**src/rtl/music_pkg.sv**
```systemverilog
// music_pkg: shared encodings for the music player master control unit.
//   - state_t : FSM state encoding (RESET=0, PAUSE=1, PLAY=2, NEXT=3, GAP=4)
//   - exit_t  : where NEXT goes after its single cycle
//   - num_songs(): song count derived from the song index width
package music_pkg;

  typedef enum logic [2:0] {
    ST_RESET = 3'd0,
    ST_PAUSE = 3'd1,
    ST_PLAY  = 3'd2,
    ST_NEXT  = 3'd3,
    ST_GAP   = 3'd4
  } state_t;

  typedef enum logic [1:0] {
    EXIT_PAUSE = 2'd0,
    EXIT_PLAY  = 2'd1,
    EXIT_GAP   = 2'd2
  } exit_t;

  function automatic int num_songs(input int song_bits);
    return 2 ** song_bits;
  endfunction

endpackage

```
**src/rtl/music_gap_timer.sv**
```systemverilog
// gap_timer: down-counter timing the silent gap between auto-advanced songs.
// Ports:
//   clk, reset  - clock, synchronous active-high reset (clears count)
//   load        - load load_value (takes priority over decrement)
//   clear       - abandon the count, return to 0 (priority over load)
//   load_value  - value loaded on load
//   zero        - count is 0
// The count sticks at 0 once reached, so zero stays high while idle.
module gap_timer #(
  parameter int GAP_BITS = 8
) (
  input  logic                clk,
  input  logic                reset,
  input  logic                load,
  input  logic                clear,
  input  logic [GAP_BITS-1:0] load_value,
  output logic                zero
);

  logic [GAP_BITS-1:0] count;

  always_ff @(posedge clk) begin
    if (reset || clear)  count <= '0;
    else if (load)       count <= load_value;
    else if (count != '0) count <= count - 1'b1;
  end

  assign zero = (count == '0);

endmodule

```
**src/rtl/music_mcu.sv**
```systemverilog
// music_mcu: whole-song sequencer for the music player.
// Ports:
//   clk, reset    - clock, synchronous active-high reset
//   play_button   - one-cycle pulse, toggle play/pause
//   next_button   - one-cycle pulse, skip to next song
//   repeat_mode   - level, replay current song when it finishes
//   song_done     - one-cycle pulse from song reader at end of song
//   play          - enable to song/control reader
//   reset_player  - one-cycle pulse restarting the song reader at address 0
//   song          - current song index (registered)
// play/reset_player are decoded from state; song only changes on the edge
// into NEXT or on reset.
module music_mcu
  import music_pkg::*;
#(
  parameter int SONG_BITS  = 2,
  parameter int GAP_CYCLES = 4,
  parameter int GAP_BITS   = 8
) (
  input  logic                 clk,
  input  logic                 reset,
  input  logic                 play_button,
  input  logic                 next_button,
  input  logic                 repeat_mode,
  input  logic                 song_done,
  output logic                 play,
  output logic                 reset_player,
  output logic [SONG_BITS-1:0] song
);

  localparam logic [SONG_BITS-1:0] SONG_ONE  = SONG_BITS'(1);
  localparam logic [SONG_BITS-1:0] LAST_SONG = SONG_BITS'(num_songs(SONG_BITS) - 1);
  // Counter runs GAP_CYCLES-1 .. 0, one GAP cycle per value.
  localparam logic [GAP_BITS-1:0]  GAP_LOAD  =
    (GAP_CYCLES == 0) ? '0 : GAP_BITS'(GAP_CYCLES - 1);

  state_t                 state_q, state_d;
  exit_t                  exit_q, exit_d;
  logic [SONG_BITS-1:0]   song_q, song_d;
  logic                   gap_load, gap_clear, gap_zero;

  always_ff @(posedge clk) begin
    if (reset) begin
      state_q <= ST_RESET;
      exit_q  <= EXIT_PAUSE;
      song_q  <= '0;
    end else begin
      state_q <= state_d;
      exit_q  <= exit_d;
      song_q  <= song_d;
    end
  end

  always_comb begin
    state_d   = state_q;
    exit_d    = exit_q;
    song_d    = song_q;
    gap_load  = 1'b0;
    gap_clear = 1'b0;
    case (state_q)
      ST_RESET: state_d = ST_PAUSE;

      ST_PAUSE: begin
        if (next_button) begin
          state_d = ST_NEXT;
          song_d  = song_q + SONG_ONE;
          exit_d  = EXIT_PAUSE;
        end else if (play_button) begin
          state_d = ST_PLAY;
        end
      end

      ST_PLAY: begin
        if (song_done) begin
          state_d = ST_NEXT;
          if (repeat_mode) begin
            exit_d = EXIT_GAP;
          end else if (song_q != LAST_SONG) begin
            song_d = song_q + SONG_ONE;
            exit_d = EXIT_GAP;
          end else begin
            // End of playlist: rewind and stop.
            song_d = '0;
            exit_d = EXIT_PAUSE;
          end
        end else if (next_button) begin
          state_d = ST_NEXT;
          song_d  = song_q + SONG_ONE;
          exit_d  = EXIT_PLAY;
        end else if (play_button) begin
          state_d = ST_PAUSE;
        end
      end

      ST_NEXT: begin
        case (exit_q)
          EXIT_PLAY:  state_d = ST_PLAY;
          EXIT_GAP: begin
            if (GAP_CYCLES == 0) begin
              state_d = ST_PLAY;
            end else begin
              state_d  = ST_GAP;
              gap_load = 1'b1;
            end
          end
          default:    state_d = ST_PAUSE;
        endcase
      end

      ST_GAP: begin
        // next_button and song_done are deliberately ignored here.
        if (play_button) begin
          state_d   = ST_PAUSE;
          gap_clear = 1'b1;
        end else if (gap_zero) begin
          state_d = ST_PLAY;
        end
      end

      default: state_d = ST_RESET;
    endcase
  end

  gap_timer #(
    .GAP_BITS (GAP_BITS)
  ) u_gap_timer (
    .clk        (clk),
    .reset      (reset),
    .load       (gap_load),
    .clear      (gap_clear),
    .load_value (GAP_LOAD),
    .zero       (gap_zero)
  );

  assign play         = (state_q == ST_PLAY);
  assign reset_player = (state_q == ST_RESET) || (state_q == ST_NEXT);
  assign song         = song_q;

endmodule

```
**config.mk**
```make
export PLATFORM = sky130hd
export DESIGN_NAME = music_mcu
export DESIGN_NICKNAME = d
export VERILOG_FILES = /design/src/rtl/music_pkg.sv /design/src/rtl/music_gap_timer.sv /design/src/rtl/music_mcu.sv
export SDC_FILE = /design/constraint.sdc
export NUM_CORES = 1
export LEC_CHECK = 0
export ABC_AREA = 0
export CAP_MARGIN = 20
export CELL_PAD_IN_SITES_DETAIL_PLACEMENT = 0
export CELL_PAD_IN_SITES_GLOBAL_PLACEMENT = 1
export CORE_ASPECT_RATIO = 0.9
export CORE_MARGIN = 5
export CORE_UTILIZATION = 40
export CTS_BUF_LIST = sky130_fd_sc_hd__clkbuf_4 sky130_fd_sc_hd__clkbuf_8 sky130_fd_sc_hd__clkbuf_16
export CTS_CLUSTER_DIAMETER = 100
export DETAILED_ROUTE_END_ITERATION = 10
export PLACE_DENSITY = 0.87
export SLEW_MARGIN = 20
export SYNTH_ARGS = -nofsm -noshare
export SYNTH_HDL_FRONTEND = slang
export SYNTH_SLANG_ARGS = --single-unit
```
**constraint.sdc**
```tcl
create_clock -name clk -period 1.78 [get_ports clk]
set_input_delay 0.267 -clock clk [delete_from_list [all_inputs] [get_ports clk]]
set_output_delay 0.267 -clock clk [all_outputs]
set_load 0.05 [all_outputs]
```
======== Word level (Yosys, flattened, before mapping) ========
Index checks and enable logic that the tools add are counted.
storage, ports and cells
  flip-flop bits (word level) ............. 15
  input bits .............................. 6
  output and inout bits ................... 4
  logic and storage cells ................. 57
cells by class
  $add $sub $neg .......................... 2
  equality and inequality tests ........... 13
  multiplexer cells ....................... 26
  reductions and logical operators ........ 11
operators with widths
  kind                                              number
  two-way mux 2 bit                                 11
  two-way mux 3 bit                                 7
  case mux 3 bit (5 select lines)                   1
  inequality test 3 bit, second input constant      4
  zero test 8 bit                                   1
  case mux 2 bit (2 select lines)                   2
  nonzero test 8 bit                                1
  subtractor 8 x 1 -> 8 bit, second input constant  1
  == test 3 x 2 -> 1 bit, second input constant     2
  case mux 3 bit (2 select lines)                   1
  AND reduction 3 bit                               2
  two-way mux 1 bit                                 4
  inequality test 2 bit, second input constant      2
  inequality test 4 bit, second input constant      1
  nonzero test 2 bit                                2
  == test 3 x 1 -> 1 bit, second input constant     1
  == test 3 bit, second input constant              1
  zero test 3 bit                                   1
  adder 2 x 1 -> 2 bit, second input constant       1
  == test 2 x 1 -> 1 bit, second input constant     1
  == test 2 bit, second input constant              1
  logical OR 1 bit                                  2
  AND reduction 2 bit                               1
  OR reduction 2 bit                                1

======== Depth between registers and ports, before layout ========
  depth after elaboration ................. 5
  depth in mapped cells ................... 6
  gate-level depth less buffers ........... 6

======== Modules after synthesis ========
Synthesis repeated with hierarchy kept, for this count alone.
unflattened totals
  cell total of the unflattened synthesis .. 123
  area, all modules ....................... 1028.5 sq um
modules (own cells, without submodules)
  module     times used  cells an instance  area each (sq um)  sequential area each (sq um)
  music_mcu  1           67                 541.8              140.1
  gap_timer  1           56                 486.7              160.2

======== Worst setup path before layout ========
OpenSTA, ideal clock, no wires.
  kind .................................... register to register
  start ................................... register state_q[2]
  end ..................................... register song_q[0] (netlist: song[0])
  setup time .............................. 0.126 ns
  arrival ................................. 1.500 ns
  data required time ...................... 1.654 ns
  setup slack ............................. 0.154 ns
  stages on the path, launching flop included .. 5
  path buffers ............................ 1
  clock period less this slack ............ 1.626 ns
  cells stage by stage .................... dfxtp_1 buf_2 nor2_1 a311o_1 mux2i_1
on the way
  longest elaborated chain between the ends .. 3
  elaborated cells on any way between the ends .. 6
  classes of those cells .................. eq/ne (3); mux (1); reduce/logical (2)
ends and longest elaborated chain
  what                                                                   RTL line         RTL
  start: declaration                                                     music_mcu.sv:37  state_t state_q, state_d;
  start signal: assignment                                               music_mcu.sv:48  state_q <= state_d;
  == test 3 x 2 -> 1 bit (*)                                             -
  named net play                                                         music_mcu.sv:26  output logic play,
  inequality test 3 bit (no line) or nonzero test 2 bit (tied branches)  -
  AND reduction 2 bit (no line)                                          -
  end signal: assignment                                                 music_mcu.sv:50  song_q <= song_d;
  end: declaration                                                       music_mcu.sv:39  logic [SONG_BITS-1:0] song_q, song_d;
The timed path passes the listed nets; every way through them passes the cells marked *.
A chain may end at the register's enable or synchronous reset.

======== Worst setup path in the final report ========
  start ................................... register u_gap_timer.count[0]
  end ..................................... register u_gap_timer.count[1]
on the way
  longest elaborated chain between the ends .. 3
  elaborated cells on any way between the ends .. 5
  classes of those cells .................. add/sub (1); mux (2); reduce/logical (2)
ends and longest elaborated chain
  what                       RTL line               RTL
  start: declaration         music_gap_timer.sv:20  logic [GAP_BITS-1:0] count;
  start signal: assignment   music_gap_timer.sv:24  else if (load) count <= load_value;
  start signal: assignment   music_gap_timer.sv:25  else if (count != '0) count <= count - 1'b1;
  subtractor 8 x 1 -> 8 bit  music_gap_timer.sv:25
  two-way mux 2 bit          music_gap_timer.sv:25
  two-way mux 2 bit          music_gap_timer.sv:24
Parallel ways exist; a longest one is shown, timed or not. The select of a mux whose other input is x is not followed.

==> flow_metrics.env <==
export IMPL_preCtsSetupSlack_ns=0.07721
export IMPL_synth_cell_types=36
export IMPL_detailedRoute_firstIterationViolations=14
export IMPL_track_usage_pct=12.11
export IMPL_synth_ff_latch_count=15
export IMPL_clockBufferDepth=2
export IMPL_rr_startpoint="u_gap_timer.count[0]$_SDFFE_PP0P_"
export IMPL_port_buffer_count=9
export IMPL_synth_cells=101
export IMPL_outcome="complete, no violations"
export IMPL_post_route_period_util_pct=92.94
export IMPL_max_slew_margin_rel_pct=74.24
export IMPL_post_cts_setup_buffer_count=0
export IMPL_grt_setup_unrepaired="false"
export IMPL_drt_pass1_iterations=4
export IMPL_weighted_congestion_reported_at_the_end_of_routability_driven_placement=0.8151
export IMPL_final_fill_count=190
export IMPL_h_tree_depth=1
export IMPL_top_level_ports=10
export IMPL_area_of_the_placeable_core_um2=2142
export IMPL_data_required_time_of_the_critical_path_ns=1.93
export IMPL_final_common_cell="sky130_fd_sc_hd__dfxtp_1"
export IMPL_final_util_pct=48.95
export IMPL_cts_buffers=3
export IMPL_setup_violations_final=0
export IMPL_finalWirelength_um=1680
export IMPL_grt_first_pass_wirelength_um=2918
export IMPL_top_usage_layer="met2"
export IMPL_yosys_warnings=0
export IMPL_final_cell_mix="14 x sky130_fd_sc_hd__dfxtp_1, 9 x sky130_fd_sc_hd__nor2_1, 9 x sky130_fd_sc_hd__a21oi_1, 7 x sky130_fd_sc_hd__nand2_1"
export IMPL_antenna_cells_inserted=0
export IMPL_postLayoutSetupSlackWorst_ns=0.1257
export IMPL_endpoint_kind="register"
export IMPL_setup_tns_ns=0
export IMPL_maximum_number_of_pins_on_one_net_before_global_route_repair=13
export IMPL_worstSkewPairLatency_ns=0.28
export IMPL_critPathLaunch="u_gap_timer.count[0]$_SDFFE_PP0P_"
export IMPL_dominantRegCellSynth="sky130_fd_sc_hd__dfxtp_1"
export IMPL_ant_nets=0
export IMPL_hold_class="register to register"
export IMPL_asyncSetResetFlopFracSynth_pct=0
export IMPL_groute_layer_met3_usage_pct=2.123
export IMPL_grt_util_met1_pct=15.48
export IMPL_route_detailed_wl_per_inst_um=12.00
export IMPL_fraction_of_final_layout_cells_sized_beyond_drive_strength_1_pct=17.70
export IMPL_fmaxAchievable_mhz=604.5
export IMPL_p_per_area_nw_per_um2=1411
export IMPL_post_cts_hold_buffer_count=0
export IMPL_tritoncts="done"
export IMPL_fp_dieH_um=54.43
export IMPL_maxSlewViolCount=0
export IMPL_drc_errors=0
export IMPL_die_boundary_width_um=59.36
export IMPL_clkSlewWorstSetupHoldPaths_ns=0.09
export IMPL_clock_skew_final_ns=0.008591
export IMPL_numClockSinks=15
export IMPL_netlist_area_um2=877.1
export IMPL_route_detailed_vias_per_inst=5.129
export IMPL_arrival_time_at_the_worst_endpoint_ns=1.81
export IMPL_clockRootBuffer="sky130_fd_sc_hd__clkbuf_4"
export IMPL_grt_use_met2_pct=19.09
export IMPL_initial_core_util_pct=40.95
export IMPL_worst_path_max_fanout=6
export IMPL_syn_nets=111
export IMPL_worst_ir_drop_vdd_mv=0.8490
export IMPL_cp_start_kind="register"
export IMPL_synth_area_per_cell_um2=8.684
export IMPL_grt_overflow_total=0
export IMPL_post_route_min_period_ns=1.654
export IMPL_number_of_global_route_vias_before_repair=693
export IMPL_holdWs_ns=0.4908
export IMPL_hold_path_startpoint="song[1]$_SDFFE_PP0P_"
export IMPL_placementRows=16
export IMPL_hpwl_um=1294
export IMPL_leakagePower_nw=0.4005
export IMPL_timing_max_cap_violations=0
export IMPL_finish_net_count=124
export IMPL_area_of_the_multi_input_gates_um2=540.5
export IMPL_vias=718
export IMPL_antenna_found_initial=0
export IMPL_hold_viol_final=0
export IMPL_synth_enable_flop_cells=0
export IMPL_final_seq_area_um2=301.5
export IMPL_die_area_um2=3231
export IMPL_area_growth_synth_to_final_pct=19.54
export IMPL_tightestPinTransition_ns=0.3767
export IMPL_synth_seq_area_share_pct=34.24
export IMPL_criticalPathCategory="register to register"
## worst max-delay path, stage by stage (launching register included)
cell and delay [ns]:
sky130_fd_sc_hd__dfxtp_1 0.36, sky130_fd_sc_hd__inv_1 0.07, sky130_fd_sc_hd__ha_1 0.17, sky130_fd_sc_hd__or3b_4 0.42
sky130_fd_sc_hd__or2_4 0.30, sky130_fd_sc_hd__o21ai_1 0.12, sky130_fd_sc_hd__a21oi_1 0.09
## sequential cells by signal (all words and copies together) (netlist names)
name,count
state_q,3
song,2
u_gap_timer.count,8
exit_q,2
## layer usage
layer | wire length, um | share of wire, % | vias up
li1 | - | - | 381
met1 | 840 | 50 | 329
met2 | 797 | 47 | 6
met3 | 34 | 2.0 | 2
met4 | 8 | 0.48 | 0
met5 | 0 | 0 | -
## final timing paths
check                                            to  slack [ns]  cells after the start
setup / recovery  u_gap_timer.count[1]$_SDFFE_PP0P_        0.13                      6
hold / removal                 song[1]$_SDFFE_PP0P_        0.49                      2
setup reg to reg  u_gap_timer.count[1]$_SDFFE_PP0P_        0.13                      6
hold reg to reg                song[1]$_SDFFE_PP0P_        0.49                      2
## per-stage QoR
step / total power [mW] / std cells / cell area [um^2]
finish: 1.479 / 140 / 1049
global route: 1.599 / 140 / 1049
CTS: 1.493 / 140 / 1047
detailed placement: 1.281 / 136 / 1017
global placement: 1.264 / 136 / 1017
floorplan: 1.128 / 101 / 877.1
## cells in the mapped netlist, types with 2 or more instances
cell	n	area [um^2]
sky130_fd_sc_hd__mux2i_1	3	30.03
sky130_fd_sc_hd__nor2_1	9	33.78
sky130_fd_sc_hd__buf_2	2	10.01
sky130_fd_sc_hd__o21ai_0	4	20.02
sky130_fd_sc_hd__o32ai_1	2	17.52
sky130_fd_sc_hd__nor2b_1	2	12.51
sky130_fd_sc_hd__dfxtp_1	15	300.3
sky130_fd_sc_hd__nor3_1	4	20.02
sky130_fd_sc_hd__or4_4	2	22.52
sky130_fd_sc_hd__nand2b_1	6	37.54
sky130_fd_sc_hd__a21oi_1	9	45.04
sky130_fd_sc_hd__xnor2_1	4	35.03
sky130_fd_sc_hd__nand3b_1	2	15.01
sky130_fd_sc_hd__inv_1	6	22.52
sky130_fd_sc_hd__ha_1	4	50.05
sky130_fd_sc_hd__nand2_1	7	26.28
## layout make-up
| type | instances | area share [%] |
|---|---|---|
| repair buffers | 11 | 11.46 |
| multi-input cells | 77 | 51.55 |
| clock buffers | 4 | 2.864 |
| flip-flops and latches | 15 | 28.76 |
| inverters | 6 | 2.148 |
| well taps | 27 | 3.222 |
## report_power, final
part	internal (mW)	switching, mW
sequential	0.434	0.115
combinational	0.390	0.331
clock	0.102	0.108
## repair_timing
item | in CTS | in global routing
setup endpoints to repair | 0 | 1
gates resized for setup | 0 | 1
endpoints found under the hold margin | 0 | 0
## kinds of logic after synthesis
kind of cell | share of synthesized area, %
AOI/OAI and AO/OA | 17.41
DFF | 34.24
adders and majority gates | 5.706
buffers and inverters | 4.136
xor gates and xnor gates | 6.848
muxes | 3.424
and+or+nand+nor | 28.25
No activity file was read; power rests on OpenSTA's default activity.
